$ cat src/rtl/calc_pkg.sv
// calc_pkg: shared state encodings, operator codes and default width for the
// calculator sequencer and its divider.
package calc_pkg;

  localparam int CALC_WIDTH = 8;

  typedef enum logic [2:0] {
    S_A    = 3'd0,
    S_OP   = 3'd1,
    S_B    = 3'd2,
    S_EXEC = 3'd3,
    S_DONE = 3'd4,
    S_ERR  = 3'd5
  } state_e;

  typedef enum logic [1:0] {
    OP_ADD = 2'b00,
    OP_SUB = 2'b01,
    OP_MUL = 2'b10,
    OP_DIV = 2'b11
  } op_e;

endpackage

$ cat src/rtl/calc_div.sv
// calc_div: restoring iterative divider, one quotient bit per cycle.
// start loads the operands; WIDTH iterations later done pulses for one cycle.
// abort cancels an in-flight division. Divisor is assumed non-zero by caller.
module calc_div
  import calc_pkg::*;
#(
  parameter int WIDTH = CALC_WIDTH
) (
  input  logic             clk,
  input  logic             rst,
  input  logic             start,
  input  logic             abort,
  input  logic [WIDTH-1:0] dividend,
  input  logic [WIDTH-1:0] divisor,
  output logic [WIDTH-1:0] quotient,
  output logic [WIDTH-1:0] remainder,
  output logic             done
);

  localparam int CW = $clog2(WIDTH + 1);

  logic [WIDTH-1:0] quo_q, quo_d, rem_q, rem_d, dvs_q, dvs_d;
  logic [CW-1:0]    cnt_q, cnt_d;
  logic             act_q, act_d, done_q, done_d;
  logic [WIDTH:0]   shifted, diff;

  // One restoring step: shift next dividend bit into the partial remainder,
  // keep the trial subtraction only when it does not go negative.
  always_comb begin
    shifted = {rem_q, quo_q[WIDTH-1]};
    diff    = shifted - {1'b0, dvs_q};
    quo_d   = quo_q;
    rem_d   = rem_q;
    dvs_d   = dvs_q;
    cnt_d   = cnt_q;
    act_d   = act_q;
    done_d  = 1'b0;
    if (abort) begin
      act_d = 1'b0;
    end else if (start) begin
      act_d = 1'b1;
      cnt_d = '0;
      quo_d = dividend;
      rem_d = '0;
      dvs_d = divisor;
    end else if (act_q) begin
      quo_d = {quo_q[WIDTH-2:0], ~diff[WIDTH]};
      rem_d = diff[WIDTH] ? shifted[WIDTH-1:0] : diff[WIDTH-1:0];
      cnt_d = cnt_q + 1'b1;
      if (cnt_q == CW'(WIDTH - 1)) begin
        act_d  = 1'b0;
        done_d = 1'b1;
      end
    end
  end

  // Divider state registers with synchronous active-low reset.
  always_ff @(posedge clk) begin
    if (!rst) begin
      quo_q  <= '0;
      rem_q  <= '0;
      dvs_q  <= '0;
      cnt_q  <= '0;
      act_q  <= 1'b0;
      done_q <= 1'b0;
    end else begin
      quo_q  <= quo_d;
      rem_q  <= rem_d;
      dvs_q  <= dvs_d;
      cnt_q  <= cnt_d;
      act_q  <= act_d;
      done_q <= done_d;
    end
  end

  assign quotient  = quo_q;
  assign remainder = rem_q;
  assign done      = done_q;

endmodule

$ cat src/rtl/calc_seq.sv
// calc_seq: calculator operation sequencer (A -> op -> B -> exec -> done).
// Optional divider enabled by defining CALC_DIV_EN; without it op 11 always
// lands in ERR. All outputs are registered.
module calc_seq
  import calc_pkg::*;
#(
  parameter int WIDTH = CALC_WIDTH
) (
  input  logic               clk,
  input  logic               rst,
  input  logic [WIDTH-1:0]   sw,
  input  logic               key_ld,
  input  logic               key_op,
  input  logic               key_clr,
  input  logic [1:0]         op_sel,
  output logic [2*WIDTH-1:0] result,
  output logic               valid,
  output logic               busy,
  output logic               err,
  output logic [2:0]         state
);

  state_e             state_q, state_d;
  op_e                op_q, op_d;
  logic [WIDTH-1:0]   a_q, a_d, b_q, b_d;
  logic [2*WIDTH-1:0] result_q, result_d, alu_res;
  logic               valid_q, valid_d, busy_q, busy_d, err_q, err_d;
  logic [WIDTH:0]     sum_w, diff_w;
  logic [2*WIDTH-1:0] prod_w;
  logic               div_start, div_done;
  logic [WIDTH-1:0]   div_quo, div_rem;

`ifdef CALC_DIV_EN
  calc_div #(.WIDTH(WIDTH)) u_div (
    .clk       (clk),
    .rst       (rst),
    .start     (div_start),
    .abort     (key_clr),
    .dividend  (a_q),
    .divisor   (sw),
    .quotient  (div_quo),
    .remainder (div_rem),
    .done      (div_done)
  );
`else
  assign div_done = 1'b0;
  assign div_quo  = '0;
  assign div_rem  = '0;
`endif

  // Single-cycle ALU for add/sub/mul on the latched operands.
  always_comb begin
    sum_w  = {1'b0, a_q} + {1'b0, b_q};
    diff_w = {1'b0, a_q} - {1'b0, b_q};
    prod_w = {{WIDTH{1'b0}}, a_q} * {{WIDTH{1'b0}}, b_q};
    case (op_q)
      OP_ADD:  alu_res = {{(WIDTH-1){1'b0}}, sum_w};
      OP_SUB:  alu_res = {{(WIDTH-1){diff_w[WIDTH]}}, diff_w};
      OP_MUL:  alu_res = prod_w;
      default: alu_res = '0;
    endcase
  end

  // Next-state and register-update logic; key_clr overrides every state.
  always_comb begin
    state_d   = state_q;
    op_d      = op_q;
    a_d       = a_q;
    b_d       = b_q;
    result_d  = result_q;
    div_start = 1'b0;
    if (key_clr) begin
      state_d  = S_A;
      result_d = '0;
    end else begin
      case (state_q)
        S_A: if (key_ld) begin
          a_d     = sw;
          state_d = S_OP;
        end
        S_OP: if (key_op) begin
          op_d    = op_e'(op_sel);
          state_d = S_B;
        end else if (key_ld) begin
          a_d = sw;
        end
        S_B: if (key_ld) begin
          b_d = sw;
          if (op_q == OP_DIV) begin
`ifdef CALC_DIV_EN
            if (sw == '0) begin
              state_d = S_ERR;
            end else begin
              div_start = 1'b1;
              state_d   = S_EXEC;
            end
`else
            state_d = S_ERR;
`endif
          end else begin
            state_d = S_EXEC;
          end
        end
        S_EXEC: if (op_q != OP_DIV) begin
          result_d = alu_res;
          state_d  = S_DONE;
        end else if (div_done) begin
          result_d = {div_rem, div_quo};
          state_d  = S_DONE;
        end
        S_DONE: if (key_op) begin
          a_d     = result_q[WIDTH-1:0];
          op_d    = op_e'(op_sel);
          state_d = S_B;
        end else if (key_ld) begin
          a_d     = sw;
          state_d = S_OP;
        end
        S_ERR: ;
        default: state_d = S_A;
      endcase
    end
    valid_d = (state_d == S_DONE);
    busy_d  = (state_d == S_EXEC);
    err_d   = (state_d == S_ERR);
  end

  // Sequencer registers with synchronous active-low reset.
  always_ff @(posedge clk) begin
    if (!rst) begin
      state_q  <= S_A;
      op_q     <= OP_ADD;
      a_q      <= '0;
      b_q      <= '0;
      result_q <= '0;
      valid_q  <= 1'b0;
      busy_q   <= 1'b0;
      err_q    <= 1'b0;
    end else begin
      state_q  <= state_d;
      op_q     <= op_d;
      a_q      <= a_d;
      b_q      <= b_d;
      result_q <= result_d;
      valid_q  <= valid_d;
      busy_q   <= busy_d;
      err_q    <= err_d;
    end
  end

  assign result = result_q;
  assign valid  = valid_q;
  assign busy   = busy_q;
  assign err    = err_q;
  assign state  = state_q;

endmodule

$ cat config.mk
export PLATFORM = sky130hd
export DESIGN_NAME = calc_seq
export DESIGN_NICKNAME = d
export VERILOG_FILES = /design/src/rtl/calc_pkg.sv /design/src/rtl/calc_div.sv /design/src/rtl/calc_seq.sv
export SDC_FILE = /design/constraint.sdc
export NUM_CORES = 1
export LEC_CHECK = 0
export BUFFER_PORTS_ARGS = -buffer_cell sky130_fd_sc_hd__buf_2
export CORE_AREA = 5 5 127 129
export CTS_CLUSTER_DIAMETER = 50
export CTS_CLUSTER_SIZE = 24
export DETAILED_ROUTE_END_ITERATION = 10
export DIE_AREA = 0 0 132 134
export HOLD_SLACK_MARGIN = 0.12
export PLACE_DENSITY_LB_ADDON = 0.15
export SYNTH_ARGS = -nofsm -noshare
export SYNTH_HDL_FRONTEND = slang
export SYNTH_SLANG_ARGS = --single-unit
$ cat constraint.sdc
create_clock -name clk -period 11.3 [get_ports clk]
set_input_delay 0.565 -clock clk [delete_from_list [all_inputs] [get_ports clk]]
set_output_delay 0.565 -clock clk [all_outputs]
set_load 0.005 [all_outputs]
==> results.md <==
- Final GP Congestion: 0.824
- Area delta synth->final: 11.6%
- Ys flop type: dfxtp_1
- First-pass detailed-route iteration total: 5
- Met2 Resource Use GR: 0.233
- Nets: 674
- Hpwl dp: 9890 um
- First-pass GRT wire length: 20200 um
- Global Route met1 Usage: 0.195
- Post-route ant nets: 0
- Vias per cell: 4.95
- Synth Area in Adders: 0.311
- Unique masters post-synth: 54
- Largest net degree at the start of global routing: 22
- Tcrit/Tclk final: 0.406
- CTS Root Cell: clkbuf_16
- Maximum clock frequency: 218 MHz
- Port-buffer cells: 36
- PD cells: 72.2 nW/um2
- Post-synth top area cell: dfxtp_1
- Post-Syn Nets: 643
- Post-synthesis register bit count: 40
- Layout cells sized above 1: 0.111
- Clock transition at the registers of the reported paths: 0.07 ns
- I/O pin total: 37
- Async set or reset register ratio after synthesis: 0
- Actual slew at the worst max-slew pin: 0.829 ns
- Top post-synthesis cells by count: 66 x inv_1, 52 x ha_1, 40 x dfxtp_1, 39 x and2_1
- CP max FO: 12
- Pins Over Slew Limit: 0
- Mapped Area: 4530 um2
- Gr ovfl total: 0
- Routed wire length: 12400 um
- Status: finished clean
- TNS Setup: 0 ns
- Hold depth: 2
- Final worst path period need: 4.59 ns
- # setup viols final: 0
- GR Layer Usage met3: 0.0139
- Main combinational cell family by area after synthesis: adder cells
- Worst endpoint required time: 11.48 ns
- # diodes: 0
- Slew HR: 0.447
- Unrepaired setup endpoints after global routing: no
- CP Launch Type: flip-flop
- Max-cap violations: 0
- DR vias: 3753
- CTS tree: yes
- Syn. warnings: 0
- Residual DRC: 0
- Initial antenna violation count: 0
- Die W: 132 um
- Worst vdd ir: 0.0000692 V
- Cells after Synth: 538
- Worst Setup End Kind: flip-flop
- Post-synthesis sequential area ratio: 0.177
- Clock Sinks: 40
- Layout Cell Area excl Fill: 5060 um2
- Crit path from: a_q[1]$_SDFFE_PN0P_
- Multiplexer area fraction after synthesis: 0.0403
- Post-Syn Area per Cell: 8.43 um2
- Gr usage total: 0.140
- Core area: 14900 um2
- Hold Fails Final Rpt: 0
- Number of synthesized flops with an enable pin: 0
- Most frequent cell after synthesis: inv_1
- Pleak: 2.41 nW
- DRT iter0 DRCs: 177
- Clock buffer depth: 2
- Xor/xnor share of the synthesized area: 0.0270
- Grt peak-use layer: met2
- Row count: 45
- Worst Skew: 0.0117 ns
- R2R setup slack: 6.71 ns
- FF-to-FF path depth: 15
- Worst Hold End: result[12]$_SDFFE_PP0P_
- Die area: 17700 um2
- Post-CTS Resized: 0
- CTS Buf Count: 5
- Critical path class: reg2reg
- Worst skew pair latency: 0.29 ns
- Arrival @ worst endpoint: 4.77 ns
- WL per Instance: 16.4 um
- DP Area: 4880 um2
- Worst r2r dst: result[12]$_SDFFE_PP0P_
- Total power: 0.365 mW
- Number of global-route vias before repair: 3784
- Top post-synthesis cells by area: dfxtp_1 18%, fa_1 17%, ha_1 14%
- Hold Crit Class: reg2reg
- Complex-gate fraction of the synthesized area: 0.171
- DIE HEIGHT: 134 um
- Post-CTS Setup Inserts: 0
- Post-synthesis simple-gate area fraction: 0.196
- Starting Density: 0.304
- Critical R2R Launch: a_q[1]$_SDFFE_PN0P_
- Top cell type's share of synthesized area: 0.177
- Depth of the CTS H-tree: 2
- Hold-fix buffers at CTS: 0
- Hold Crit Start: result[12]$_SDFFE_PP0P_
## placed cells by master, fill, tap and decap left out, drive strengths merged, types with 7 or more instances in the layout
cell | synthesis | layout
ha | 52 | 52
o21ai | 51 | 51
a21oi | 37 | 37
buf | 10 | 39
and2 | 39 | 39
nand2b | 8 | 8
dfxtp | 40 | 40
nand3b | 9 | 9
a21o | 7 | 7
inv | 69 | 69
nor2b | 19 | 19
nor2 | 38 | 38
xnor2 | 12 | 12
a211oi | 7 | 7
fa | 38 | 38
nor3 | 10 | 10
mux2i | 16 | 16
nand2 | 28 | 28
## stage by stage
step | instances | setup WS, ns | utilization | hold WS [ns]
after global placement | 750 | 6.81 | 0.327 | 0.489
final | 758 | 6.71 | 0.339 | 0.508
after CTS | 758 | 6.71 | 0.339 | 0.513
after global routing | 758 | 6.31 | 0.339 | 0.538
after detailed placement | 750 | 6.73 | 0.327 | 0.495
after floorplan | 538 | 7.21 | - | 0.500
## layer usage
metal  vias to the layer above  part of all wire
li1                       1869                 -
met1                      1793              0.49
met2                        71              0.46
met3                        20             0.027
met4                         0             0.018
met5                         -                 0
## worst max path at each step
| stage | cells past startpoint | endpoint |
|---|---|---|
| 3_3_place_gp | 14 | result[12]$_SDFFE_PP0P_ |
| 5_1_grt | 15 | result[12]$_SDFFE_PP0P_ |
| 6_report | 15 | result[12]$_SDFFE_PP0P_ |
| 4_1_cts | 15 | result[12]$_SDFFE_PP0P_ |
| 2_1_floorplan | 15 | result[12]$_SDFFE_PP0P_ |
| 3_5_place_dp | 15 | result[12]$_SDFFE_PP0P_ |
## final cells by class
type                       count  area [um2]
clock buffer                   6         139
timing repair buffer          39         203
multi-input combinational    413        3380
inverter                      70         263
fill                        1566        9860
tap                          188         235
clock inverter                 2        38.8
sequential                    40         801
## worst max-delay path, stage by stage (launching register included)
cell and delay [ns]:
dfxtp_1 0.66, nand2_1 0.16, fa_1 0.51, fa_1 0.54
inv_1 0.05, fa_1 0.53, inv_1 0.06, fa_1 0.53
inv_1 0.04, ha_1 0.23, a2111oi_0 0.40, o21ai_1 0.19
a41oi_1 0.28, xnor2_1 0.09, a21oi_1 0.15, nor2_1 0.05
## cell families (layout without fill, tap and decap cells)
kind of cell / Yosys count / in the layout
AO/OA/AOI/OAI: 127 / 127
XOR/XNOR: 14 / 14
adder cells (fa/ha/maj): 90 / 90
buffers and inverters: 85 / 117
flip-flops: 40 / 40
multiplexers: 18 / 18
AND/OR/NAND/NOR: 164 / 164
## sequential cells by signal (all words and copies together), names as in the netlist
register and count:
a_q 8, valid 1, busy 1, result 16, state 3, b_q 8, err 1, op_q 2
## power breakdown
group	internal, mW	switching [mW]
Clock	0.111	0.0625
Combinational	0.0172	0.0233
Sequential	0.143	0.00805
Power figures use the tool's default switching activity.
